===== src/rtl/eyes_input_pkg.sv =====
// Shared constants for the Eyes player-input stage: PS/2 scan codes,
// joystick bit positions and the coin pulse state encoding.
package eyes_input_pkg;

    localparam logic [8:0] SC_UP    = 9'h075;
    localparam logic [8:0] SC_DOWN  = 9'h072;
    localparam logic [8:0] SC_LEFT  = 9'h06B;
    localparam logic [8:0] SC_RIGHT = 9'h074;
    localparam logic [8:0] SC_SPACE = 9'h029;
    localparam logic [8:0] SC_CTRL  = 9'h014;
    localparam logic [8:0] SC_F1    = 9'h005;
    localparam logic [8:0] SC_F2    = 9'h006;
    localparam logic [8:0] SC_5     = 9'h02E;

    localparam int JOY_R      = 0;
    localparam int JOY_L      = 1;
    localparam int JOY_D      = 2;
    localparam int JOY_U      = 3;
    localparam int JOY_FIRE   = 4;
    localparam int JOY_START1 = 5;
    localparam int JOY_START2 = 6;

    typedef enum logic [1:0] {
        IDLE,
        PULSE,
        GAP
    } coin_state_t;

endpackage


===== src/rtl/eyes_input_if.sv =====
// Raw player inputs in, active-low pacman input bytes out.
interface eyes_input_if;

    logic [64:0] ps2_key;
    logic [15:0] joy;
    logic        orient_horz;
    logic        vblank;
    logic [7:0]  in0_reg;
    logic [7:0]  in1_reg;

    modport master (
        output ps2_key, joy, orient_horz, vblank,
        input  in0_reg, in1_reg
    );

    modport slave (
        input  ps2_key, joy, orient_horz, vblank,
        output in0_reg, in1_reg
    );

endinterface


===== src/rtl/eyes_input_ctrl_coin.sv =====
// Frame-timed coin pulse generator with post-pulse lockout gap and a
// saturating queue of requests that arrive while a pulse or gap is running.
module coin_pulse_fsm
    import eyes_input_pkg::*;
#(
    parameter int COIN_FRAMES     = 4,
    parameter int COIN_GAP_FRAMES = 8
) (
    input  logic clk_sys,
    input  logic reset_n,
    input  logic req,
    input  logic tick,
    output logic coin
);

    localparam logic [3:0] PULSE_LAST = 4'(COIN_FRAMES - 1);
    localparam logic [3:0] GAP_LAST   = 4'(COIN_GAP_FRAMES - 1);

    coin_state_t r_state, w_state_nxt;
    logic [3:0]  r_cnt, w_cnt_nxt;
    logic [1:0]  r_pend, w_pend_nxt, w_pend_inc;

    always_ff @(posedge clk_sys or negedge reset_n) begin
        if (!reset_n) begin
            r_state <= IDLE;
            r_cnt   <= 4'd0;
            r_pend  <= 2'd0;
        end else begin
            r_state <= w_state_nxt;
            r_cnt   <= w_cnt_nxt;
            r_pend  <= w_pend_nxt;
        end
    end

    // A request landing on the gap's final tick is already visible in w_pend_inc.
    always_comb begin
        w_state_nxt = r_state;
        w_cnt_nxt   = r_cnt;
        w_pend_nxt  = r_pend;
        w_pend_inc  = (req && (r_pend != 2'd3)) ? r_pend + 2'd1 : r_pend;
        unique case (r_state)
            IDLE: begin
                if (req) begin
                    w_state_nxt = PULSE;
                    w_cnt_nxt   = 4'd0;
                end
            end
            PULSE: begin
                w_pend_nxt = w_pend_inc;
                if (tick) begin
                    if (r_cnt == PULSE_LAST) begin
                        w_state_nxt = GAP;
                        w_cnt_nxt   = 4'd0;
                    end else begin
                        w_cnt_nxt = r_cnt + 4'd1;
                    end
                end
            end
            GAP: begin
                w_pend_nxt = w_pend_inc;
                if (tick) begin
                    if (r_cnt == GAP_LAST) begin
                        w_cnt_nxt = 4'd0;
                        if (w_pend_inc != 2'd0) begin
                            w_state_nxt = PULSE;
                            w_pend_nxt  = w_pend_inc - 2'd1;
                        end else begin
                            w_state_nxt = IDLE;
                        end
                    end else begin
                        w_cnt_nxt = r_cnt + 4'd1;
                    end
                end
            end
            default: w_state_nxt = IDLE;
        endcase
    end

    assign coin = (r_state == PULSE);

endmodule


===== src/rtl/eyes_input_ctrl.sv =====
// Eyes player-input conditioning: PS/2 key tracking, joystick merge,
// orientation remap and registered active-low in0/in1 bytes.
module eyes_input_ctrl
    import eyes_input_pkg::*;
#(
    parameter int COIN_FRAMES     = 4,
    parameter int COIN_GAP_FRAMES = 8
) (
    input  logic        clk_sys,
    input  logic        reset_n,
    eyes_input_if.slave bus
);

    logic       r_ps2_tog;
    logic       r_key_up, r_key_down, r_key_left, r_key_right;
    logic       r_key_space, r_key_ctrl, r_key_f1, r_key_f2, r_key_coin;
    logic       r_coin_src, r_coin_src_d;
    logic       r_vb, r_vb_d;
    logic [7:0] r_in0, r_in1;

    logic       w_event, w_press, w_ext;
    logic [8:0] w_code9;
    logic       w_u, w_d, w_l, w_r;
    logic       w_up, w_down, w_left, w_right;
    logic       w_fire, w_start1, w_start2;
    logic       w_req, w_tick, w_coin;
    logic       w_unused;

    // PRNSCR/PAUSE carry extra prefix bytes above bit 24 and are dropped whole.
    assign w_event = (r_ps2_tog != bus.ps2_key[64]) && (bus.ps2_key[63:24] == 40'd0);
    assign w_press = (bus.ps2_key[15:8] != 8'hF0);
    assign w_ext   = (bus.ps2_key[15:8] == 8'hE0) || (bus.ps2_key[23:16] == 8'hE0);
    assign w_code9 = {w_ext, bus.ps2_key[7:0]};

    always_ff @(posedge clk_sys or negedge reset_n) begin
        if (!reset_n) begin
            r_key_up    <= 1'b0;
            r_key_down  <= 1'b0;
            r_key_left  <= 1'b0;
            r_key_right <= 1'b0;
            r_key_space <= 1'b0;
            r_key_ctrl  <= 1'b0;
            r_key_f1    <= 1'b0;
            r_key_f2    <= 1'b0;
            r_key_coin  <= 1'b0;
        end else if (w_event) begin
            if (w_code9[7:0] == SC_UP[7:0])    r_key_up    <= w_press;
            if (w_code9[7:0] == SC_DOWN[7:0])  r_key_down  <= w_press;
            if (w_code9[7:0] == SC_LEFT[7:0])  r_key_left  <= w_press;
            if (w_code9[7:0] == SC_RIGHT[7:0]) r_key_right <= w_press;
            if (w_code9 == SC_SPACE)           r_key_space <= w_press;
            if (w_code9 == SC_CTRL)            r_key_ctrl  <= w_press;
            if (w_code9 == SC_F1)              r_key_f1    <= w_press;
            if (w_code9 == SC_F2)              r_key_f2    <= w_press;
            if (w_code9 == SC_5)               r_key_coin  <= w_press;
        end
    end

    assign w_u      = r_key_up    | bus.joy[JOY_U];
    assign w_d      = r_key_down  | bus.joy[JOY_D];
    assign w_l      = r_key_left  | bus.joy[JOY_L];
    assign w_r      = r_key_right | bus.joy[JOY_R];
    assign w_fire   = r_key_space | r_key_ctrl | bus.joy[JOY_FIRE];
    assign w_start1 = r_key_f1 | bus.joy[JOY_START1];
    assign w_start2 = r_key_f2 | bus.joy[JOY_START2];

    assign w_up    = bus.orient_horz ? w_l : w_u;
    assign w_down  = bus.orient_horz ? w_r : w_d;
    assign w_left  = bus.orient_horz ? w_d : w_l;
    assign w_right = bus.orient_horz ? w_u : w_r;

    assign w_req  = r_coin_src & ~r_coin_src_d;
    assign w_tick = r_vb & ~r_vb_d;

    always_ff @(posedge clk_sys or negedge reset_n) begin
        if (!reset_n) begin
            r_ps2_tog    <= 1'b0;
            r_coin_src   <= 1'b0;
            r_coin_src_d <= 1'b0;
            r_vb         <= 1'b0;
            r_vb_d       <= 1'b0;
            r_in0        <= 8'hFF;
            r_in1        <= 8'hFF;
        end else begin
            r_ps2_tog    <= bus.ps2_key[64];
            r_coin_src   <= w_start1 | w_start2 | r_key_coin;
            r_coin_src_d <= r_coin_src;
            r_vb         <= bus.vblank;
            r_vb_d       <= r_vb;
            r_in0        <= ~{2'b00, w_coin, 1'b0, w_down, w_right, w_left, w_up};
            r_in1        <= ~{1'b0, w_start2, w_start1, w_fire, 4'b0000};
        end
    end

    coin_pulse_fsm #(
        .COIN_FRAMES     (COIN_FRAMES),
        .COIN_GAP_FRAMES (COIN_GAP_FRAMES)
    ) u_coin (
        .clk_sys (clk_sys),
        .reset_n (reset_n),
        .req     (w_req),
        .tick    (w_tick),
        .coin    (w_coin)
    );

    assign bus.in0_reg = r_in0;
    assign bus.in1_reg = r_in1;
    assign w_unused    = ^bus.joy[15:7];

endmodule


===== src/flat_wrapper.sv =====
// flat-port wrapper written by rule: the top's interface ports become plain ports
module eyes_input_ctrl_flat import eyes_input_pkg::*;
#(
    parameter int COIN_FRAMES     = 4,
    parameter int COIN_GAP_FRAMES = 8
)
  (clk_sys, reset_n, bus_ps2_key, bus_joy, bus_orient_horz, bus_vblank, bus_in0_reg, bus_in1_reg);
  eyes_input_if bus_i ();
  input  logic clk_sys;
  input  logic reset_n;
  input wire logic [$bits(bus_i.ps2_key)-1:0] bus_ps2_key;
  input wire logic [$bits(bus_i.joy)-1:0] bus_joy;
  input wire logic [$bits(bus_i.orient_horz)-1:0] bus_orient_horz;
  input wire logic [$bits(bus_i.vblank)-1:0] bus_vblank;
  output wire logic [$bits(bus_i.in0_reg)-1:0] bus_in0_reg;
  output wire logic [$bits(bus_i.in1_reg)-1:0] bus_in1_reg;
  assign bus_i.ps2_key = bus_ps2_key;
  assign bus_i.joy = bus_joy;
  assign bus_i.orient_horz = bus_orient_horz;
  assign bus_i.vblank = bus_vblank;
  assign bus_in0_reg = bus_i.in0_reg;
  assign bus_in1_reg = bus_i.in1_reg;
  eyes_input_ctrl #(.COIN_FRAMES(COIN_FRAMES), .COIN_GAP_FRAMES(COIN_GAP_FRAMES)) u_core (.clk_sys(clk_sys), .reset_n(reset_n), .bus(bus_i));
endmodule

===== config.mk =====
export PLATFORM = sky130hd
export DESIGN_NAME = eyes_input_ctrl_flat
export DESIGN_NICKNAME = d
export VERILOG_FILES = /design/src/rtl/eyes_input_pkg.sv /design/src/rtl/eyes_input_if.sv /design/src/rtl/eyes_input_ctrl_coin.sv /design/src/rtl/eyes_input_ctrl.sv /design/src/flat_wrapper.sv
export SDC_FILE = /design/constraint.sdc
export NUM_CORES = 1
export LEC_CHECK = 0
export CAP_MARGIN = 5
export CORE_UTILIZATION = 41
export DETAILED_ROUTE_END_ITERATION = 8
export PLACE_DENSITY = 0.92
export SYNTH_ARGS = -nofsm -noshare
export SYNTH_HDL_FRONTEND = slang
export SYNTH_HIERARCHICAL = 1
export SYNTH_SLANG_ARGS = --single-unit

===== constraint.sdc =====
create_clock -name clk_sys -period 2.7 [get_ports clk_sys]
set_input_delay 0.405 -clock clk_sys [delete_from_list [all_inputs] [get_ports clk_sys]]
set_output_delay 0.405 -clock clk_sys [all_outputs]
set_load 0.03 [all_outputs]

==> results of run 1 <==
==> kinds of logic (layout without fill, tap and decap cells) <==
logic type,Yosys count,count (layout)
flip-flops,30,30
buffers and inverters,16,100
other,1,8
AO/OA/AOI/OAI,23,23
AND/OR/NAND/NOR,74,74
adder cells (fa/ha/maj),6,6
XOR/XNOR,2,2
multiplexers,16,16
==> cell type report <==
cell class                 count  area, sq um  share of cell area (%)
sequential                    30          761                    28.2
multi-input combinational    129          891                    33.0
clock buffer                   7         86.3                    3.20
inverter                       8         30.0                    1.11
tap                           50         62.6                    2.32
timing repair buffer          84          838                    31.1
clock inverter                 1         30.0                    1.11
==> cell usage in the layout (no fill, tap or decap), types with 8 or more instances in the layout <==
cell type / Yosys / routed
nor4_1: 8 / 8
nand2_1: 11 / 11
clkdlybuf4s50_1: 0 / 83
dfstp_2: 8 / 8
conb_1: 1 / 8
inv_1: 8 / 8
mux2_2: 8 / 8
dfrtp_1: 22 / 22
nor2_1: 14 / 14
nand4_1: 9 / 9
==> critical path: stages <==
cell	delay, ns
clkdlybuf4s50_1	0.41
nor4_1	0.31
nand4_1	0.21
nor3_4	0.34
nand4_1	0.17
mux2_1	0.33
==> how the worst min path moves through the flow <==
stage                                endpoint  slack, ns
after global placement    u_core/r_coin_src_d       0.35
after floorplan             u_core/r_coin_src       0.11
final                           u_core/r_vb_d       0.38
after detailed placement        u_core/r_vb_d       0.37
after global routing            u_core/r_vb_d       0.39
after CTS                       u_core/r_vb_d       0.38
==> power by group through the flow <==
stage | Combinational [mW] | Sequential, mW | Clock [mW]
after global placement | 0.532 | 0.571 | 0
after floorplan | 0.318 | 0.594 | 0
after global routing | 0.617 | 0.576 | 0.509
after CTS | 0.560 | 0.566 | 0.485
after detailed placement | 0.555 | 0.575 | 0
final | 0.561 | 0.568 | 0.466
==> stage by stage <==
| stage | utilization (%) | setup slack (ns) | power [mW] | hold slack, ns |
|---|---|---|---|---|
| final | 67.5 | 0.680 | 1.59 | 0.383 |
| after global routing | 67.5 | 0.563 | 1.70 | 0.391 |
| after CTS | 67.5 | 0.707 | 1.61 | 0.382 |
| after detailed placement | 64.6 | 0.400 | 1.13 | 0.369 |
| after global placement | 64.6 | 0.437 | 1.10 | 0.355 |
| after floorplan | - | 1.00 | 0.912 | 0.109 |
==> per-layer routing <==
metal | wire [um] | vias up
li1 | - | 780
met1 | 1560 | 747
met2 | 2250 | 68
met3 | 312 | 8
met4 | 44 | 0
met5 | 0 | -
==> flow_summary.toml, run 1 <==
[drt]
wl_um = 4160
avgViaCountPerCell = 5.19
drc = 0
drtAntennaViolNets = 0
drt_iter0_drc = 33
dr.pass1.iters = 4
routedWlPerCell_um = 13.5
dr_total_vias = 1603

[power_and_ir_drop]
p_clk_share_pct = 29.2
power.density_nw_per_um2 = 591
p_sw_uw = 498
vdd_ir_drop_max_v = 0.000302
p_int_mw = 1.10
seqPwrFrac_pct = 35.6
p_sw_share_pct = 31.2
combPwrFrac_pct = 35.2
p_leak_nw = 1.12

[yosys]
ys_dominant_reg_cell = "dfrtp_1"
synth_xor_area_share_pct = 1.02
synthTopCellsByArea = "dfrtp_1 (32%), dfstp_2 (12%), mux2_2 (5.3%)"
synth_commonest_cells = "dfrtp_1 (22), nor2_1 (14), nand2_1 (11)"
synth_edf_count = 0
synth_cells = 168
avgSynthCellArea_sq_um = 10.2
synth_seq_cells = 30
yosysTopAreaCell = "dfrtp_1"
syn_area_sq_um = 1720
synth-async-reset-ratio_pct = 100
yosysUniqueCellTypes = 42
yosys.area_share.simple_pct = 24.7
synthMuxAreaShare_pct = 10.4
ys_seq_area_share_pct = 44.3
ys.warnings.count = 6
synthDominantCellAreaShare_pct = 32.1
synth_top_family_by_area = "simple AND/OR/NAND/NOR gates"
yosysMostFrequentCell = "dfrtp_1"
synth-compound-area-share_pct = 9.70
synth_fa_ha_area_share_pct = 4.38

[grt]
grt_max_degree = 31
grt_usage_pct = 20.5
grt_pass1_vias = 1605
grt_pass1_wl_um = 6730
overflow = 0
grt_antenna_before_repair = 0
use_met3_pct = 8.22
met1_usage_pct = 21.1
met2_usage_pct = 36.6
busiest_layer = "met2"

[clock_tree]
cts_tree = "done"
ctsResizeCount = 0
clkSinkCount = 30
cts_max_path_buffers = 2
cts_made_buffers = 5
insertion_delay_ns = 0.28
cts_root_buf = "clkbuf_8"
postCtsSetupRepairBufs = 0
cts-htree-levels = 2
clk_pin_slew_ns = 0.06
hold_buffers = 0

[worst_setup_path]
crit_fanout = 9
crit_start = "bus_ps2_key[25]"
timing.rr.end = "u_core/u_coin/r_cnt[2]"
worstPathArrival_ns = 2.18
cp-end-kind = "flop"
rr_worst_depth = 6
crit_path_start_kind = "input pin"
criticalPathCategory = "input pin to flop"
worstReg2RegStart = "u_core/u_coin/r_state[0]"
critical_path_required_ns = 2.86
setup.worst_path.end = "u_core/r_key_up"
r2r_slack_ns = 0.94

[placed_design]
post_dp_cell_area_sq_um = 2580
dp_hpwl_um = 3320
place_congestion = 0.865
placedCellCount = 301
portBuffers = 83

[timing]
grt_setup_unrepaired = "false"
fin_skew_ns = 0.00628
tns_ns = 0
min_period_over_period_pct = 74.8
fmax_ghz = 0.495
finalHoldViolations = 0
setup_viol = 0
maxSlewViolCount = 0
finalCriticalPeriod_ns = 2.02

[finish]
final_nets = 349
syn_to_final_growth_pct = 57.3
n_fill_cell = 317
final_area_sq_um = 2700
fin_cells = 309
largest_reg_flops = 5
drive_gt1_share_pct = 12.0
antenna_cells = 0

[floorplanning]
io_pins = 101
start_util_pct = 42.9
core-area_sq_um = 4000
rows = 23
die_area_sq_um = 4450
die_h_um = 66.7
die_x_um = 66.7

[worst_hold_path]
worstHoldPathType = "flop to flop"
min_from = "u_core/r_vb"
min_delay_path_depth = 0

[outcome]
status = "finished, final reports clean"

[run]
drv_cap = 0
(Power assumes the default switching activity.)
==> run 2: changes to the inputs <==
--- a/config.mk
+++ b/config.mk
@@ -6,9 +6,9 @@
 export NUM_CORES = 1
 export LEC_CHECK = 0
 export CAP_MARGIN = 5
-export CORE_UTILIZATION = 41
+export CORE_UTILIZATION = 38
 export DETAILED_ROUTE_END_ITERATION = 8
-export PLACE_DENSITY = 0.92
+export PLACE_DENSITY = 0.87
 export SYNTH_ARGS = -nofsm -noshare
 export SYNTH_HDL_FRONTEND = slang
 export SYNTH_HIERARCHICAL = 1
==> constraint.sdc (replaced) <==
create_clock -name clk_sys -period 2.09 [get_ports clk_sys]
set_input_delay 0.3135 -clock clk_sys [delete_from_list [all_inputs] [get_ports clk_sys]]
set_output_delay 0.3135 -clock clk_sys [all_outputs]
set_load 0.03 [all_outputs]
==> flow_summary.toml, run 2 (synthesized netlist as in run 1, its figures left out) <==
[timing]
tns_ns = 0
setup_viol = 0
finalCriticalPeriod_ns = 1.94
fmax_ghz = 0.516
grt_setup_unrepaired = "false"
finalHoldViolations = 0
maxSlewViolCount = 0
min_period_over_period_pct = 92.8
fin_skew_ns = 0.00298

[clock_tree]
cts_root_buf = "clkbuf_8"
cts_made_buffers = 5
ctsResizeCount = 0
clkSinkCount = 30
insertion_delay_ns = 0.28
postCtsSetupRepairBufs = 0
hold_buffers = 0
cts_max_path_buffers = 2
cts_tree = "done"
clk_pin_slew_ns = 0.07
cts-htree-levels = 2

[floorplanning]
start_util_pct = 39.4
die_area_sq_um = 4790
io_pins = 101
rows = 24
core-area_sq_um = 4350
die_x_um = 69.2
die_h_um = 69.2

[finish]
syn_to_final_growth_pct = 57.1
drive_gt1_share_pct = 13.0
largest_reg_flops = 5
postLayoutCoreUtil_pct = 61.9
mostFrequentLayoutCells = "clkdlybuf4s50_1 (83), dfrtp_1 (22), nor2_1 (14)"
final_nets = 351
antenna_cells = 0
mostFrequentLayoutCell = "clkdlybuf4s50_1"

[worst_setup_path]
cp-end-kind = "flop"
criticalPathCategory = "input pin to flop"
max_stage_delay_ns = 0.42
path_cells = "clkdlybuf4s50_1 > nor4_1 > nand4_1 > nor3_4 > nand4_1 > mux2_1"
crit_path_start_kind = "input pin"
crit_buf_inv = 1
crit_start = "bus_ps2_key[30]"
worstPathArrival_ns = 2.10
cp_common_cell = "nand4_1"
crit_family = "simple AND/OR/NAND/NOR gates"
cp_slowest_cell = "clkdlybuf4s50_1"
crit_fanout = 9
critical_path_required_ns = 2.25
worstReg2RegStart = "u_core/u_coin/r_state[0]"

[drt]
drt_iter0_drc = 90
drc = 0
avgViaCountPerCell = 5.16
dr_total_vias = 1616
dr.pass1.iters = 4
routedWlPerCell_um = 12.9
wl_um = 4040
drtAntennaViolNets = 0

[placed_design]
portBuffers = 83
place_congestion = 0.864
dp_hpwl_um = 3360

[grt]
grt_usage_pct = 18.5
grt_antenna_before_repair = 0
grt_pass1_vias = 1707
grt_max_degree = 31
overflow = 0
grt_pass1_wl_um = 7150

[worst_hold_path]
min_from = "u_core/r_vb"
worstHoldPathType = "flop to flop"

[outcome]
status = "finished, final reports clean"

[power_and_ir_drop]
power.density_nw_per_um2 = 723
p_leak_nw = 1.12
vdd_ir_drop_max_v = 0.000329

[run]
drv_cap = 0
run 2: per-layer routing:
| layer | routed length, um | track usage, % |
|---|---|---|
| met2 | 2200 | 33.3 |
| met3 | 201 | 4.80 |
| met1 | 1550 | 20.0 |
| met5 | 0 | 0 |
| met4 | 90 | 8.62 |
run 2: through the flow:
stage	std cells	instance area (sq um)	setup WS, ns	power, mW	hold WS, ns
floorplan	175	1740	0.486	1.18	0.0179
global placement	305	2600	-0.0812	1.43	0.353
detailed placement	305	2600	-0.139	1.46	0.360
CTS	313	2700	0.143	1.96	0.374
global route	313	2700	0.0280	2.07	0.387
finish	313	2700	0.151	1.95	0.368
run 2: path summary, 6_finish.rpt:
path	endpoint	slack (ns)	depth (start not counted)
min in group asynchronous	u_core/u_coin/r_cnt[2]	0.41	2
hold reg to reg	u_core/r_vb_d	0.37	0
max in group asynchronous	u_core/bus.in0_reg[1]	1.37	2
setup reg to reg	u_core/u_coin/r_state[1]	0.37	6
setup / recovery	u_core/r_key_space	0.15	6
hold / removal	u_core/r_vb_d	0.37	0
run 2: power breakdown:
part           leakage [nW]  switching (mW)  internal, mW
clock                0.0472           0.229         0.264
sequential            0.370          0.0659         0.666
combinational         0.705           0.358         0.365
total                  1.12           0.652          1.29
run 2: layout make-up:
cell class                 instances  area [sq um]
clock buffer                       6          82.6
clock inverter                     2          12.5
fill                             357          1660
inverter                           8          30.0
multi-input combinational        129           891
sequential                        30           761
tap                               52          65.1
timing repair buffer              86           853
==> run 3: changes to the inputs <==
--- a/config.mk
+++ b/config.mk
@@ -8,7 +8,7 @@
 export CAP_MARGIN = 5
 export CORE_UTILIZATION = 38
 export DETAILED_ROUTE_END_ITERATION = 8
-export PLACE_DENSITY = 0.87
+export PLACE_DENSITY = 0.86
 export SYNTH_ARGS = -nofsm -noshare
 export SYNTH_HDL_FRONTEND = slang
 export SYNTH_HIERARCHICAL = 1
==> flow_summary.toml, run 3 (synthesized netlist as in run 1, its figures left out) <==
[finish]
drive_gt1_share_pct = 13.7
largest_reg_flops = 5
antenna_cells = 0
syn_to_final_growth_pct = 58.1
final_nets = 353
mostFrequentLayoutCell = "clkdlybuf4s50_1"
mostFrequentLayoutCells = "clkdlybuf4s50_1 (83), dfrtp_1 (22), nor2_1 (14)"

[clock_tree]
cts_root_buf = "clkbuf_8"
cts-htree-levels = 2
insertion_delay_ns = 0.28
clk_pin_slew_ns = 0.06
clkSinkCount = 30
hold_buffers = 0
cts_made_buffers = 5
cts_tree = "done"
cts_max_path_buffers = 2

[run]
drv_cap = 0

[worst_setup_path]
worstReg2RegStart = "u_core/u_coin/r_state[0]"
crit_fanout = 8
crit_path_start_kind = "input pin"
criticalPathCategory = "input pin to flop"
critical_path_required_ns = 2.26
worstPathArrival_ns = 2.14
crit_start = "bus_ps2_key[56]"
cp-end-kind = "flop"

[floorplanning]
start_util_pct = 39.4
die_h_um = 69.2
die_area_sq_um = 4790
core-area_sq_um = 4350
rows = 24
io_pins = 101
die_x_um = 69.2

[drt]
wl_met3_um = 279
drtAntennaViolNets = 0
drt-met1-wl_um = 1550
highest_layer = "met4"
routedWlPerCell_um = 12.8
drc = 0
wl_um = 4050
drt_iter0_drc = 66
avgViaCountPerCell = 5.24
route.met2.wl_um = 2140
dr_total_vias = 1650
dr.pass1.iters = 4

[grt]
grt_max_degree = 31
grt_usage_pct = 17.9
overflow = 0
grt_pass1_wl_um = 6980
grt_antenna_before_repair = 0
grt_pass1_vias = 1728

[timing]
fin_skew_ns = 0.00670
finalHoldViolations = 0
fmax_ghz = 0.508
min_period_over_period_pct = 94.2
whs_ns = 0.366
maxSlewViolCount = 0
setup_viol = 0
finalCriticalPeriod_ns = 1.97

[worst_hold_path]
min_from = "u_core/r_vb"
worstHoldPathType = "flop to flop"

[placed_design]
portBuffers = 83
dp_hpwl_um = 3260
place_congestion = 0.926

[power_and_ir_drop]
vdd_ir_drop_max_v = 0.000325
power.density_nw_per_um2 = 710
finalPower_mw = 1.92
p_leak_nw = 1.13

[outcome]
status = "finished, final reports clean"
-- run 3: changes by cell type in the layout (fill, tap and decap cells not counted), sizes merged --
cell / before / now
buf: 3 / 5
clkbuf: 6 / 7
clkinvlp: 1 / 0
-- run 3: cell type report --
class	count	area, sq um
fillers	342	1640
multi-input cells	129	897
repair buffers	88	868
flip-flops and latches	30	761
clock buffers	7	86.3
well taps	52	65.1
inverters	8	30.0
clock inverters	1	5.00
-- run 3: worst paths after layout --
check                           cells past startpoint  slack (ns)                endpoint
worst max-delay path                                7        0.12       u_core/r_key_ctrl
worst min-delay path                                0        0.37           u_core/r_vb_d
worst max register to register                      6        0.40  u_core/u_coin/r_cnt[2]
worst min register to register                      0        0.37           u_core/r_vb_d
max in group asynchronous                           2        1.35   u_core/bus.in0_reg[1]
min in group asynchronous                           2        0.42  u_core/u_coin/r_cnt[3]
-- run 3: layer usage --
metal | global-route usage (%) | vias up
met5 | 0 | -
met4 | 6.12 | 0
met3 | 5.67 | 10
met2 | 32.5 | 71
met1 | 19.4 | 771
li1 | - | 798
-- run 3: critical path, cell delays in order --
cell and delay, ns:
clkdlybuf4s50_1 0.39, nor4_1 0.32, nand4_1 0.21, nor3_4 0.38, buf_4 0.18, nand3_1 0.07, mux2_2 0.28
-- run 3: per-stage QoR --
| stage | utilization [%] | cell area [sq um] | setup slack [ns] | setup TNS [ns] | instances |
|---|---|---|---|---|---|
| floorplan | - | 1740 | 0.486 | 0 | 175 |
| global placement | 59.7 | 2600 | -0.0816 | -0.395 | 305 |
| detailed placement | 59.7 | 2600 | -0.144 | -0.914 | 305 |
| CTS | 61.8 | 2690 | 0.147 | 0 | 313 |
| global route | 62.3 | 2710 | -0.0147 | -0.0147 | 315 |
| finish | 62.3 | 2710 | 0.120 | 0 | 315 |
-- run 3: timing repair --
action / CTS / global route
resized for setup: 0 / 1
endpoints found under the setup margin: 0 / 1
buffers inserted: 0 / 2
-- run 3: report_power, final --
group | switching, mW | internal [mW] | total, mW
Sequential | 0.0666 | 0.666 | 0.733
Combinational | 0.353 | 0.365 | 0.718
Clock | 0.209 | 0.265 | 0.474
